===== src/rtl/risc_pkg.sv =====
// Shared definitions for the 16-bit RISC core: opcodes, instruction field layout and fetch states.
package risc_pkg;

    localparam int unsigned INSTR_W = 16;
    localparam int unsigned FIELD_W = 4;

    // Instruction field positions: [15:12] opcode, [11:8] rd, [7:4] rs1, [3:0] rs2
    localparam int unsigned OPC_LSB = 12;
    localparam int unsigned RD_LSB  = 8;
    localparam int unsigned RS1_LSB = 4;
    localparam int unsigned RS2_LSB = 0;

    localparam logic [FIELD_W-1:0] OP_ADD   = 4'b0000;
    localparam logic [FIELD_W-1:0] OP_AND   = 4'b0001;
    localparam logic [FIELD_W-1:0] OP_OR    = 4'b0010;
    localparam logic [FIELD_W-1:0] OP_SUB   = 4'b0011;
    localparam logic [FIELD_W-1:0] OP_LOAD  = 4'b0100;
    localparam logic [FIELD_W-1:0] OP_STORE = 4'b0101;
    localparam logic [FIELD_W-1:0] OP_JUMP  = 4'b0110;
    localparam logic [FIELD_W-1:0] OP_HALT  = 4'b1111;

    typedef enum logic [2:0] {
        StIdle,
        StFetch,
        StWait,
        StIssue,
        StHalt
    } fetch_state_e;

endpackage


===== src/rtl/instr_fetch_unit.sv =====
// Fetch-and-issue sequencer: owns the PC, fetches over req/valid, resolves jump/halt locally
// and issues decoded fields downstream over a valid/ready handshake.
module instr_fetch_unit
    import risc_pkg::*;
#(
    parameter int unsigned PC_W  = 8,
    parameter int unsigned CNT_W = 16
) (
    input  logic               clk,
    input  logic               rst,
    input  logic               start,
    output logic               imem_req,
    output logic [PC_W-1:0]    imem_addr,
    input  logic               imem_valid,
    input  logic [INSTR_W-1:0] imem_rdata,
    output logic               issue_valid,
    input  logic               issue_ready,
    output logic [FIELD_W-1:0] opcode,
    output logic [FIELD_W-1:0] rd,
    output logic [FIELD_W-1:0] rs1,
    output logic [FIELD_W-1:0] rs2,
    output logic               halted,
    output logic [CNT_W-1:0]   issued_count
);

    fetch_state_e       r_state, w_state_next;
    logic [PC_W-1:0]    r_pc, w_pc_next;
    logic [INSTR_W-1:0] r_ir, w_ir_next;
    logic [CNT_W-1:0]   r_count, w_count_next;
    logic [FIELD_W-1:0] w_rdata_op;

    assign w_rdata_op = imem_rdata[OPC_LSB +: FIELD_W];

    // State, PC, instruction and counter registers; reset wins over any in-flight response
    always_ff @(posedge clk) begin
        if (rst) begin
            r_state <= StIdle;
            r_pc    <= '0;
            r_ir    <= '0;
            r_count <= '0;
        end else begin
            r_state <= w_state_next;
            r_pc    <= w_pc_next;
            r_ir    <= w_ir_next;
            r_count <= w_count_next;
        end
    end

    // Next-state logic: jump and halt are consumed here and never reach the issue stage
    always_comb begin
        w_state_next = r_state;
        w_pc_next    = r_pc;
        w_ir_next    = r_ir;
        w_count_next = r_count;
        case (r_state)
            StIdle: begin
                if (start) w_state_next = StFetch;
            end
            StFetch: begin
                w_state_next = StWait;
            end
            StWait: begin
                if (imem_valid) begin
                    w_ir_next = imem_rdata;
                    if (w_rdata_op == OP_JUMP) begin
                        w_pc_next    = imem_rdata[PC_W-1:0];
                        w_state_next = StFetch;
                    end else if (w_rdata_op == OP_HALT) begin
                        w_state_next = StHalt;
                    end else begin
                        w_pc_next    = r_pc + 1'b1;
                        w_state_next = StIssue;
                    end
                end
            end
            StIssue: begin
                if (issue_ready) begin
                    if (r_count != '1) w_count_next = r_count + 1'b1;
                    w_state_next = StFetch;
                end
            end
            StHalt: begin
                w_state_next = StHalt;
            end
            default: begin
                w_state_next = StIdle;
            end
        endcase
    end

    // Outputs come only from registers, so no input reaches an output combinationally
    assign imem_req     = (r_state == StFetch);
    assign imem_addr    = imem_req ? r_pc : '0;
    assign issue_valid  = (r_state == StIssue);
    assign halted       = (r_state == StHalt);
    assign opcode       = r_ir[OPC_LSB +: FIELD_W];
    assign rd           = r_ir[RD_LSB  +: FIELD_W];
    assign rs1          = r_ir[RS1_LSB +: FIELD_W];
    assign rs2          = r_ir[RS2_LSB +: FIELD_W];
    assign issued_count = r_count;

endmodule


===== config.mk =====
export PLATFORM = sky130hd
export DESIGN_NAME = instr_fetch_unit
export DESIGN_NICKNAME = d
export VERILOG_FILES = /design/src/rtl/risc_pkg.sv /design/src/rtl/instr_fetch_unit.sv
export SDC_FILE = /design/constraint.sdc
export NUM_CORES = 1
export LEC_CHECK = 0
export ABC_AREA = 1
export BUFFER_PORTS_ARGS = -buffer_cell sky130_fd_sc_hd__buf_2
export CORE_ASPECT_RATIO = 0.8
export CORE_MARGIN = 5
export CORE_UTILIZATION = 30
export CTS_BUF_LIST = sky130_fd_sc_hd__clkbuf_4
export CTS_CLUSTER_DIAMETER = 60
export CTS_CLUSTER_SIZE = 8
export DETAILED_ROUTE_END_ITERATION = 16
export HOLD_SLACK_MARGIN = 0.06
export PLACE_DENSITY = 0.5
export SLEW_MARGIN = 5
export SYNTH_ARGS = -nofsm -noshare
export SYNTH_HDL_FRONTEND = slang
export SYNTH_SLANG_ARGS = --single-unit

===== constraint.sdc =====
create_clock -name clk -period 2.9 [get_ports clk]
set_input_delay 0 -clock clk [delete_from_list [all_inputs] [get_ports clk]]
set_output_delay 0 -clock clk [all_outputs]
set_load 0.1 [all_outputs]

; Yosys cells after proc, flatten, opt, wreduce, memory -nomap -nowiden
; Index checks and enable logic that the tools add are counted.
[op_classes]
n_reduce_logical = 5
n_addsub = 2
eq_ne = 11
mux = 9
[ops]
columns = cell, count
row1 = two-way mux 8 bit, 3
row2 = adder 16 x 1 -> 16 bit (second input constant), 1
row3 = inequality test 16 bit (second input constant), 1
row4 = two-way mux 3 bit, 5
row5 = one-hot mux 3 bit (5 select lines), 1
row6 = AND reduction 3 bit, 3
row7 = adder 8 x 1 -> 8 bit (second input constant), 1
row8 = equality test 3 x 2 -> 1 bit (second input constant), 2
row9 = inequality test 2 bit (second input constant), 3
row10 = equality test 4 x 3 -> 1 bit (second input constant), 1
row11 = equality test 4 bit (second input constant), 1
row12 = equality test 3 x 1 -> 1 bit (second input constant), 1
row13 = equality test 3 bit (second input constant), 1
row14 = logical NOT 3 bit, 1
row15 = inequality test 2 x 1 -> 1 bit (second input constant), 1
row16 = AND reduction 2 bit, 1
[word_totals]
word_cells = 31
regBits = 43
in_bits = 21
out_inout_bits = 43

; Longest topological paths before layout
[logic_depth]
depth_word = 5
mapped_depth = 9
ltp_nobuf = 9

; Worst setup path before layout
; Ideal clock, no wire load.
[synth_path]
kind = reg2out
start = register r_state[0]
end = output port imem_addr[0]
arrival_ns = 4.191
t_required_ns = 2.900
path_slack_ns = -1.291
path_buffers = 0
path_stages_with_launch = 5
path_cell_list = dfxtp_1 inv_1 nor3_1 inv_2 nor2_1
[synth_between]
elab_chain_len = 2
[synth_lines]
columns = element, line
row1 = from (decl), instr_fetch_unit.sv:26  ; fetch_state_e r_state, w_state_next;
row2 = from (signal assigned), instr_fetch_unit.sv:37  ; r_state <= StIdle;
row3 = from (signal assigned), instr_fetch_unit.sv:42  ; r_state <= w_state_next;
row4 = equality test 3 x 1 -> 1 bit, instr_fetch_unit.sv:92  ; assign imem_req = (r_state == StFetch);
row5 = net imem_req, instr_fetch_unit.sv:12  ; output logic imem_req,
row6 = two-way mux 8 bit, instr_fetch_unit.sv:93  ; assign imem_addr = imem_req ? r_pc : '0;
row7 = to (decl), instr_fetch_unit.sv:13  ; output logic [PC_W-1:0] imem_addr,
; The timed path passes the listed nets, and every way through them passes these cells.

; Worst setup path in the final report
[layout_path]
start = register r_count[0] (netlist: issued_count[0])
end = register r_count[6] (netlist: issued_count[6])
[layout_between]
elab_chain_len = 2
elab_cells_between_ends = 3
classes_between = add/sub: 1 / eq/ne: 1 / reduce/logical: 1
[layout_lines]
columns = element, line
row1 = from (decl), instr_fetch_unit.sv:29  ; logic [CNT_W-1:0] r_count, w_count_next;
row2 = from (signal assigned), instr_fetch_unit.sv:45  ; r_count <= w_count_next;
row3 = "parallel branches: the longest is 2 deep, another holds adder 16 x 1 -> 16 bit", -
; Several ways; the timed one is not identified.
; A chain may end at the register's enable or synchronous reset.

==> results.md <==
* Die height at about 88 um
* Clk slew on worst S/H paths at 0.13 ns
* Final hold violations at 0
* Final Critical Period at ~1.9 ns
* P_leak at roughly 1.4 nW
* Std-Cell Rows at 28
* Crit-path most repeated cell: nand2_1
* Syn avg cell area at 6.35 um2
* Post-Syn Area at approximately 2300 um2
* First-pass GRT wire length at about 10 mm
* RSZ-0062 raised after global routing: false
* Inserted Diodes at 0
* Synth top area share at 0.378
* Number of gates resized after cts at 0
* Hold depth at 4
* Vias per Instance at 4.46
* Kind of critical path: reg -> reg
* Post-Route WL at between 6 and 7 mm
* Max stage delay on crit path at 0.51 ns
* Worst Hold End: r_ir[10]$_SDFFE_PP0P_
* CTS root buf: clkbuf_4
* Post-Synthesis Cells at 358
* P per Cell Area at 606 nW/um2
* Worst vdd ir at 0.296 mV
* Finish-stage setup viols at 0
* Iter 0 DRT Violations at a little under 70
* FFs w/ async S/R, synth at 0
* CTS Buf Count at 5
* Post-synth cell types at 24
* Drt drc at 0
* CTS max path bufs at 2
* Die ar. at between 9000 and 10,000 um2
* Mapped Nets at 381
* Layout Nets at between 400 and 500
* Post-synthesis register bit count at 43
* CP required at 3.20 ns
* Die width at 107 um
* Sequential fraction of the synthesis area at 0.378
* Class of the most critical hold timing path: in -> reg
* Run status: finished, final reports clean
* Total GRT Usage at 0.137
* Slew @ Worst Pin at around 0.73 ns
* Main synth FF type: dfxtp_1
* Cell Chain, Critical Path: ha_1 -> inv_1 -> nor2_1 -> nand2_1 -> o21ai_2 -> nand2_1 -> a21oi_2
* Pin count of the biggest net entering global routing at 27
* Layout area overhead at 29.4%
* Vias in the first global route at roughly 2.3k
* Layout cells sized above 1 at 0.187
* R2R Path End: issued_count[6]$_SDFFE_PP0P_
* Core ar. at roughly 7400 um2
* Vias at 2,424
* Slowest CP cell: o21ai_2
* Total Power at ~1.8 mW
* EDFF count, synth at 0
* Fin. max-slew vios at 0
* Reg2Reg Depth at 7
* Most frequent cell after synthesis: nand2_1
* R2r startpoint: issued_count[0]$_SDFFE_PP0P_
* Synth warn at 0
* Crit path max fanout at 13
* Final Skew at 0.0124 ns
* Antenna violations before repair at 0
* HP Start: imem_rdata[10]
* Dominant cell type by area after synthesis: dfxtp_1
* Number of routed nets with antenna violations at 0
* Critical Path AT at 2.16 ns
* CP endpoint kind: flop
* CTS tree: yes
* Slew margin rel. at 0.513
* Initial core utilization at 0.308
* Tcrit/Tclk final at 0.644
* Fmax at 536 MHz
* Pre-Repair DR Iteration Count at 4
* # IOs at 64
* Synth area leaders: dfxtp_1 (38%), nand2_1 (15%), nor2_1 (13%), o21ai_0 (6.2%), inv_1 (6.1%)
* # Max-Cap Violations at 0
* H-tree depth at 2
* Commonest cells in the netlist: nand2_1 (88), nor2_1 (77), dfxtp_1 (43)
* Skew-Pair Late Insertion Delay at approximately 0.36 ns
* Post-DR wirelength/cell at around 12 um
* Port bufs at 63
* Routability cong. at 0.799
* CP Launch Type: flop
* Global route total overflow at 0
* Worst R2R Setup Slack at 1.03 ns
* Util after Layout at 0.398
* Post-DP HPWL at 4.58 mm
* Clock Sinks at 43
-- through the flow --
step	instances	TNS, ns	area [um2]	setup WS, ns	hold slack, ns
floorplan	358	-2.29	2280	-0.286	0.135
global placement	516	0	2670	1.11	0.224
detailed placement	516	0	2670	1.05	0.232
CTS	544	0	2940	1.02	0.386
global route	544	0	2940	0.840	0.394
finish	544	0	2940	1.03	0.400
-- cells by family after synthesis --
family	count (synthesis)	synth area share
buffers and inverters	50	0.0935
XOR/XNOR	6	0.0231
AND/OR/NAND/NOR	206	0.377
adder cells (fa/ha/maj)	2	0.0110
flip-flops	43	0.378
AO/OA/AOI/OAI	51	0.117
-- how the worst max path moves through the flow --
stage	start	to	slack, ns
after global placement	issued_count[0]$_SDFFE_PP0P_	issued_count[5]$_SDFFE_PP0P_	1.11
final	issued_count[0]$_SDFFE_PP0P_	issued_count[6]$_SDFFE_PP0P_	1.03
after global routing	issued_count[0]$_SDFFE_PP0P_	issued_count[11]$_SDFFE_PP0P_	0.84
after floorplan	r_state[0]$_SDFFE_PP0P_	imem_addr[0]	-0.29
after detailed placement	issued_count[0]$_SDFFE_PP0P_	issued_count[5]$_SDFFE_PP0P_	1.05
after CTS	issued_count[0]$_SDFFE_PP0P_	issued_count[5]$_SDFFE_PP0P_	1.02
-- cell type report --
class | instances | area (um2)
fillers | 821 | 4450
multi-input cells | 265 | 1210
repair buffers | 84 | 523
well taps | 105 | 131
clock inverters | 3 | 38.8
clock buffers | 5 | 37.5
inverters | 39 | 146
flip-flops and latches | 43 | 861
-- critical path: cells and delay by family, from the launching register on --
kind / cells / cell delay (ns)
adders and majority gates: 1 / 0.29
AOI/OAI and AO/OA: 2 / 0.66
buffers and inverters: 1 / 0.06
DFF: 1 / 0.46
and+or+nand+nor: 3 / 0.34
-- layout by cell type, fill, tap and decap left out, drive strengths merged --
cell type,netlist,layout
and2,1,1
dfxtp,43,43
or2,1,1
dlygate4sd3,0,20
clkbuf,3,5
xor2,3,3
buf,8,64
clkinv,0,2
nand4,9,9
nand3,23,23
nor2,80,80
xnor2,3,3
ha,2,2
o21ai,29,29
inv,39,39
a21oi,22,22
bufinv,0,1
nor3,4,4
nand2,88,88
-- layer usage --
metal	track usage	wire length [um]
met5	0	0
met1	0.185	3290
met3	0.0287	240
met4	0.0493	125
met2	0.217	2670
-- power breakdown --
part / leakage [nW] / total [mW] / switching (mW) / internal [mW]
Combinational: 0.985 / 0.712 / 0.576 / 0.136
Clock: 0.0426 / 0.382 / 0.204 / 0.178
Sequential: 0.348 / 0.689 / 0.0394 / 0.650
Total: 1.38 / 1.78 / 0.820 / 0.963
-- what timing repair did --
action	CTS	global route
hold endpoints to repair	35	0
buffers inserted	0	0
hold buffers	20	0
-- sequential cells by signal (all words and copies together), names as in the netlist --
name	count
r_pc	8
r_ir	16
issued_count	16
r_state	3
Power figures use the tool's default switching activity.
